[src/rtl/instr_fetch_unit.sv]
// Instruction fetch stage: owns the PC, issues one word read at a time over req/ack,
// and presents each returned word to the decoder through a valid/ready handshake.
module instr_fetch_unit #(
  parameter int                    ADDR_WIDTH = 32,
  parameter logic [ADDR_WIDTH-1:0] RESET_PC   = '0,
  parameter int                    PC_STEP    = 4
) (
  input  logic                  clock,
  input  logic                  reset,
  input  logic                  enable,
  output logic                  imem_req,
  output logic [ADDR_WIDTH-1:0] imem_addr,
  input  logic                  imem_ack,
  input  logic [31:0]           imem_data,
  input  logic                  redirect,
  input  logic [ADDR_WIDTH-1:0] redirect_target,
  output logic [31:0]           instruction,
  output logic [ADDR_WIDTH-1:0] inst_pc,
  output logic                  inst_valid,
  input  logic                  inst_ready,
  output logic [31:0]           fetch_count
);

  typedef enum logic [1:0] {IDLE, REQ, HOLD} state_t;

  state_t                state;
  logic [ADDR_WIDTH-1:0] pc;
  logic                  flush;
  logic [ADDR_WIDTH-1:0] target_aligned;
  logic [ADDR_WIDTH-1:0] redirect_pc;

  assign target_aligned = redirect_target & ~ADDR_WIDTH'(3);
  // PC to use when the current edge may also carry a redirect
  assign redirect_pc    = redirect ? target_aligned : pc;

  always_ff @(posedge clock) begin
    if (reset) begin
      state       <= IDLE;
      pc          <= RESET_PC;
      imem_req    <= 1'b0;
      imem_addr   <= '0;
      instruction <= '0;
      inst_pc     <= '0;
      inst_valid  <= 1'b0;
      fetch_count <= '0;
      flush       <= 1'b0;
    end else begin
      case (state)
        IDLE: begin
          pc <= redirect_pc;
          if (enable) begin
            imem_req  <= 1'b1;
            imem_addr <= redirect_pc;
            state     <= REQ;
          end
        end

        REQ: begin
          if (!imem_ack) begin
            // Read still in flight: remember the redirect and drop its data later
            if (redirect) begin
              pc    <= target_aligned;
              flush <= 1'b1;
            end
          end else if (!flush && !redirect) begin
            instruction <= imem_data;
            inst_pc     <= imem_addr;
            inst_valid  <= 1'b1;
            pc          <= pc + ADDR_WIDTH'(PC_STEP);
            imem_req    <= 1'b0;
            state       <= HOLD;
          end else begin
            flush <= 1'b0;
            pc    <= redirect_pc;
            if (enable) begin
              imem_addr <= redirect_pc;
            end else begin
              imem_req <= 1'b0;
              state    <= IDLE;
            end
          end
        end

        HOLD: begin
          if (redirect) begin
            // Squashed instruction is not counted even if accepted this cycle
            inst_valid <= 1'b0;
            pc         <= target_aligned;
            if (enable) begin
              imem_req  <= 1'b1;
              imem_addr <= target_aligned;
              state     <= REQ;
            end else begin
              state <= IDLE;
            end
          end else if (inst_ready) begin
            inst_valid  <= 1'b0;
            fetch_count <= fetch_count + 32'd1;
            if (enable) begin
              imem_req  <= 1'b1;
              imem_addr <= pc;
              state     <= REQ;
            end else begin
              state <= IDLE;
            end
          end
        end

        default: state <= IDLE;
      endcase
    end
  end

endmodule
[config.mk]
export PLATFORM = sky130hd
export DESIGN_NAME = instr_fetch_unit
export DESIGN_NICKNAME = d
export VERILOG_FILES = /design/src/rtl/instr_fetch_unit.sv
export SDC_FILE = /design/constraint.sdc
export NUM_CORES = 1
export LEC_CHECK = 0
export ABC_AREA = 1
export ABC_CLOCK_PERIOD_IN_PS = 2520
export CAP_MARGIN = 20
export CORE_ASPECT_RATIO = 1.1
export CORE_MARGIN = 2
export CORE_UTILIZATION = 53
export DETAILED_ROUTE_END_ITERATION = 16
export PLACE_DENSITY = 0.87
export SETUP_SLACK_MARGIN = 0.3
export SLEW_MARGIN = 0
export SYNTH_ARGS = -nofsm -noshare
export SYNTH_HDL_FRONTEND = slang
export SYNTH_SLANG_ARGS = --single-unit
export TNS_END_PERCENT = 10
[constraint.sdc]
create_clock -name clock -period 2.52 [get_ports clock]
set_input_delay 0.252 -clock clock [delete_from_list [all_inputs] [get_ports clock]]
set_output_delay 0.252 -clock clock [all_outputs]
set_load 0.005 [all_outputs]
==> results of run 1 <==
[layout by cell type, fill, tap and decap left out, types with 2 or more instances in the layout]
cell type / n
nand2_1: 246
nor2_1: 243
clkdlybuf4s50_1: 195
dfxtp_1: 165
o21ai_0: 125
a21oi_1: 88
inv_1: 69
nand3_1: 33
nor3_1: 18
a211oi_2: 18
clkbuf_16: 17
xor2_1: 16
mux2i_1: 16
nand4_1: 10
buf_4: 10
inv_2: 8
nor2_4: 7
nor2_2: 4
clkinv_2: 4
a211oi_1: 3
nand3b_1: 3
clkbuf_8: 3
clkbuf_1: 3
buf_12: 3
nand3_2: 2
nand2_2: 2
o21a_1: 2
nor3b_1: 2
o21ai_1: 2
nor4_1: 2
ha_1: 2
buf_2: 2
[area by class of cell]
class | instances | area [µm²]
diodes | 1 | 2.502
clock buffers | 23 | 478.0
clock inverters | 8 | 75.07
fillers | 1183 | 3968
inverters | 77 | 289.0
multi-input cells | 849 | 4051
flip-flops and latches | 165 | 3303
well taps | 192 | 240.2
repair buffers | 210 | 2097
[metal layers]
metal	GRT usage [%]	share of wire, %
met1	37.41	42
met2	46.83	46
met3	8.824	9.4
met4	12.47	3.1
met5	0	0
[cells in the mapped netlist]
cell      instances
mux2i_1          16
and3_1            1
buf_2            18
o21a_1            2
nor2_2            5
nor3_2            1
nor3_4            1
buf_1             1
inv_1            70
nand3_1          33
a21oi_1          88
nand3b_1          3
nand3_2           2
buf_6             2
nor3b_1           2
a211oi_2         18
a211oi_1          3
clkbuf_1         27
nand2_2           2
nor2_4            6
buf_4             7
nor4_1            2
inv_2             7
nand2_1         246
a311oi_1          1
nor3_1           18
xor2_1           16
ha_1              2
nand4_1          10
dfxtp_1         165
o21ai_1           2
o21ai_0         125
a31oi_1           1
nor2_1          243
[worst register-to-register path: stages (launching register included)]
cell     delay [ns]
dfxtp_1        0.33
nor2_4         0.25
inv_2          0.18
nor2_4         0.12
inv_2          0.06
nor2_4         0.09
buf_4          0.48
o21ai_0        0.21
nor2_1         0.13
[state kept, by name, summed over array words and instances (netlist names)]
signal / count
pc: 32
instruction: 32
imem_req: 1
imem_addr: 32
flush: 1
fetch_count: 32
inst_pc: 32
inst_valid: 1
state: 2
[logic make-up (layout without fill, tap and decap cells)]
kind of cell,count (synthesis),in the layout,synth area share [%]
AOI/OAI and AO/OA,240,240,17.12
buffers and inverters,132,318,7.072
muxes,16,16,2.025
xor gates and xnor gates,16,16,1.772
adders and majority gates,2,2,0.3164
DFF,165,165,41.77
and+or+nand+nor,575,575,29.93
other,0,1,0
[stage by stage]
| stage | instances | setup slack [ns] | hold WS [ns] |
|---|---|---|---|
| global route | 1525 | 0.3983 | 0.2623 |
| detailed placement | 1493 | 0.3660 | 0.4507 |
| global placement | 1493 | 0.4267 | 0.4333 |
| finish | 1525 | 0.6038 | 0.2533 |
| CTS | 1524 | 0.6278 | 0.2491 |
| floorplan | 1146 | 0.9907 | 0.3869 |
[path summary, 6_finish.rpt]
kind,start,end,cells past startpoint
max,flush,inst_pc[28],8
min,redirect,fetch_count[15],4
max reg2reg,flush,inst_pc[28],8
min reg2reg,inst_valid,inst_valid,2
[where the power goes]
part	switching, W	internal, W
clock network	0.00105	0.00143
registers	0.000114	0.00274
logic	0.000395	0.000389
==> flow_summary.yaml, run 1 <==
outcome:
  outcome: "complete, no violations"
synth:
  ys_seq_area_share_pct: 41.77
  ys.warnings.count: 0
  ys_types: 34
  synth_nets: 1218
  synth.largest_area_cell: "dfxtp_1"
  syn_inst: 1146
  synth.area.top_cells: "dfxtp_1 42%, nand2_1 12%, nor2_1 12%"
  avgSynthCellArea_um2: 6.901
  yosysTopAreaCellShare_pct: 41.77
  synth.cell_area_mm2: 0.007909
  ys_ff_latch: 165
place:
  hpwl_um: 16290
  portBuffers: 197
  postPlaceCellArea_mm2: 0.009981
  gp_congestion: 0.9705
clocking:
  cts.sinks: 165
  cts-buffers-inserted: 17
  cts_tree: "yes"
  cts_buffer_depth: 2
  cts_root_buf: "clkbuf_16"
  hold_buffers: 0
  clock_latency_ns: 0.43
  htree_levels: 4
  clk_pin_slew_ns: 0.07
  post_cts_resized: 0
  cts_setup_buffers: 0
global_route:
  grt_pass1_wl_um: 38690
  grt_pass1_vias: 8152
  grt.total_usage_pct: 29.58
  grt_start_max_net_pins: 65
  antenna_found_initial: 1
  overflow: 0
floorplan:
  fp.dieArea_mm2: 0.01592
  start_util_pct: 54.53
  die-height_um: 132.1
  die_w_um: 120.5
  num_rows: 46
  core-area_mm2: 0.01450
  io_pins: 200
sta:
  worst_clock_skew_ns: 0.008551
  max_freq_mhz: 521.9
  fin_crit_sh_pct: 76.04
  hold_violations: 0
  min_period_ns: 1.916
  setup_viol: 0
  slew_headroom_pct: 45.28
  rsz0062_at_grt: "false"
  tightest_slew_ns: 0.8200
  setup-tns-final_ns: 0
  finalMaxSlewViolations: 0
route:
  drtIter0Drc: 682
  firstDrtPassIters: 6
  wirelength_um: 23130
  routedWlPerCell_um: 15.17
  drc: 0
  antenna_left: 0
  vias: 8329
  vias_per_cell: 5.462
pwr:
  power.density_mw_per_mm2: 580.8
  p_total_w: 0.006120
  p_leak_nw: 4.111
  ir_drop_v: 0.0004737
critical_path:
  critPathKind: "flop to flop"
  cp_common_cell: "nor2_4"
  crit_family: "buffers and inverters"
  reg2reg_slack_ns: 0.60
  critPathMaxFanout: 64
  cpPeakStageDelay_ns: 0.48
  cp.arrival_ns: 2.28
  worstPathCellList: "nor2_4 > inv_2 > nor2_4 > inv_2 > nor2_4 > buf_4 > o21ai_0 > nor2_1"
  cp_slowest_cell: "buf_4"
  crit_buf_inv: 3
  cp-end-kind: "flop"
  cp.required_ns: 2.89
  startpoint_type: "flop"
cells_and_area:
  area_growth_syn_to_layout_pct: 33.22
  fin_util_pct: 72.64
  drive_gt1_share_pct: 6.456
  stdcell_area_mm2: 0.01054
  nNetsFinal: 1392
run:
  drv_cap: 0
min_path:
  min_path_type: "primary input to flop"
Note: power is estimated with default switching activity, not from simulation.
==> run 2: changes to the inputs <==
Settings changed: ABC_CLOCK_PERIOD_IN_PS 2520 to 1800, CORE_UTILIZATION 53 to 50, PLACE_DENSITY 0.87 to 0.83.
Clock period 2.52 ns to 1.8 ns, I/O delays scaled along.
==> flow_summary.yaml, run 2 (synthesis gave the netlist of run 1 again) <==
critical_path:
  startpoint_type: "flop"
  cp-startpoint: "state[0]"
  cp-end-kind: "flop"
  reg2reg_from: "state[0]"
  cp.arrival_ns: 2.11
  critPathKind: "flop to flop"
  critPathMaxFanout: 25
  cp.required_ns: 2.09
global_route:
  grt.total_usage_pct: 30.50
  grt_start_max_net_pins: 63
  antenna_found_initial: 0
  grt_pass1_vias: 8373
  grt_pass1_wl_um: 40480
  overflow: 0
sta:
  hold_violations: 0
  hold_ws_ns: 0.1861
  fin_ws_ns: -0.01038
  max_freq_mhz: 552.4
  setup_viol: 2
  finalMaxSlewViolations: 0
  rsz0062_at_grt: "true"
  tightest_slew_ns: 0.6495
  slew_headroom_pct: 56.25
  min_period_ns: 1.810
  worst_clock_skew_ns: 0.008647
  fin_crit_sh_pct: 100.6
route:
  firstDrtPassIters: 6
  drc: 0
  vias: 9204
  vias_per_cell: 5.763
  wirelength_um: 28430
  antenna_left: 0
  routedWlPerCell_um: 17.80
  drtIter0Drc: 937
clocking:
  clock_latency_ns: 0.43
  htree_levels: 4
  cts_tree: "yes"
  cts.sinks: 165
  hold_buffers: 0
  cts-buffers-inserted: 17
  clk_pin_slew_ns: 0.06
  cts_buffer_depth: 2
  cts_root_buf: "clkbuf_16"
cells_and_area:
  final_common_cell: "nand2_1"
  drive_gt1_share_pct: 17.25
  nNetsFinal: 1457
  diodes: 0
  fin_util_pct: 75.19
  area_growth_syn_to_layout_pct: 48.46
  stdcell_area_mm2: 0.01174
  mostFrequentLayoutCells: "228 x nand2_1, 220 x nor2_1, 195 x clkdlybuf4s50_1"
pwr:
  p_total_w: 0.009184
  ir_drop_v: 0.0007504
  p_leak_nw: 4.616
  power.density_mw_per_mm2: 782.2
floorplan:
  start_util_pct: 50.65
  die-height_um: 135.9
  core-area_mm2: 0.01562
  num_rows: 48
  io_pins: 200
  die_w_um: 123.9
  fp.dieArea_mm2: 0.01684
min_path:
  min_from: "reset"
  min_path_type: "primary input to flop"
place:
  postPlaceCellArea_mm2: 0.01037
  portBuffers: 197
  hpwl_um: 17130
  gp_congestion: 0.9380
outcome:
  failed_checks: "setup timing"
  outcome: "complete, but fails checks"
run:
  drv_cap: 0
## run 2: cell count changes in the layout (fill, tap and decap cells not counted), moves of 10 or more
| cell | delta |
|---|---|
| buf_12 | +10 |
| dfxtp_4 | +12 |
| dfxtp_2 | +11 |
| nor2_1 | -23 |
| buf_4 | +45 |
| nand2_1 | -18 |
| nand2_2 | +14 |
| nor2_4 | +17 |
| dfxtp_1 | -23 |
## run 2: critical path, cell delays in order (launching register included)
cell and delay (ns):
dfxtp_4 0.39, buf_4 0.13, nand2_2 0.06, nor2_4 0.12
buf_4 0.30, nand4_1 0.21, a21oi_1 0.33, nor2_1 0.12
## run 2: path summary, 6_finish.rpt
| kind | end | slack (ns) | cells past startpoint |
|---|---|---|---|
| max | pc[10] | -0.01 | 7 |
| min | fetch_count[0] | 0.19 | 4 |
| max reg2reg | pc[10] | -0.01 | 7 |
| min reg2reg | pc[1] | 0.45 | 2 |
## run 2: report_power, final
part | switching [W] | total [W] | internal (W)
registers | 0.000182 | 0.00401 | 0.00383
clock network | 0.00153 | 0.00375 | 0.00222
logic | 0.000701 | 0.00142 | 0.000720
## run 2: cell type report
type	count	area, µm²
timing repair inverter	1	11.26
sequential	165	3362
clock buffer	20	446.7
multi-input combinational	850	4395
clock inverter	11	150.1
inverter	77	306.5
timing repair buffer	273	2819
tap	200	250.2
fill	1080	3874
## run 2: per-layer routing
layer	track usage [%]	share of wire [%]
met1	36.11	38
met2	51.34	46
met3	8.935	11
met4	12.67	5.2
met5	0	0
## run 2: stage by stage
| step | std cells | setup slack (ns) | setup TNS [ns] |
|---|---|---|---|
| detailed placement | 1539 | -0.1319 | -2.975 |
| floorplan | 1146 | 0.2746 | 0 |
| global route | 1597 | -0.1395 | -0.3911 |
| global placement | 1539 | -0.07828 | -1.160 |
| CTS | 1584 | 0.1524 | 0 |
| finish | 1597 | -0.01038 | -0.01114 |
## run 2: timing repair
item                                    in CTS  in global routing
gates resized for setup                     62                 82
pin swaps                                   13                 26
buffers inserted                             9                 10
cloned                                       5                  3
endpoints found under the setup margin     156                216
==> run 3: changes to the inputs <==
Settings changed: HOLD_SLACK_MARGIN from default to 0.03.
==> results of run 3 <==
Final layout, timing and power as in run 2 (identical DEF).
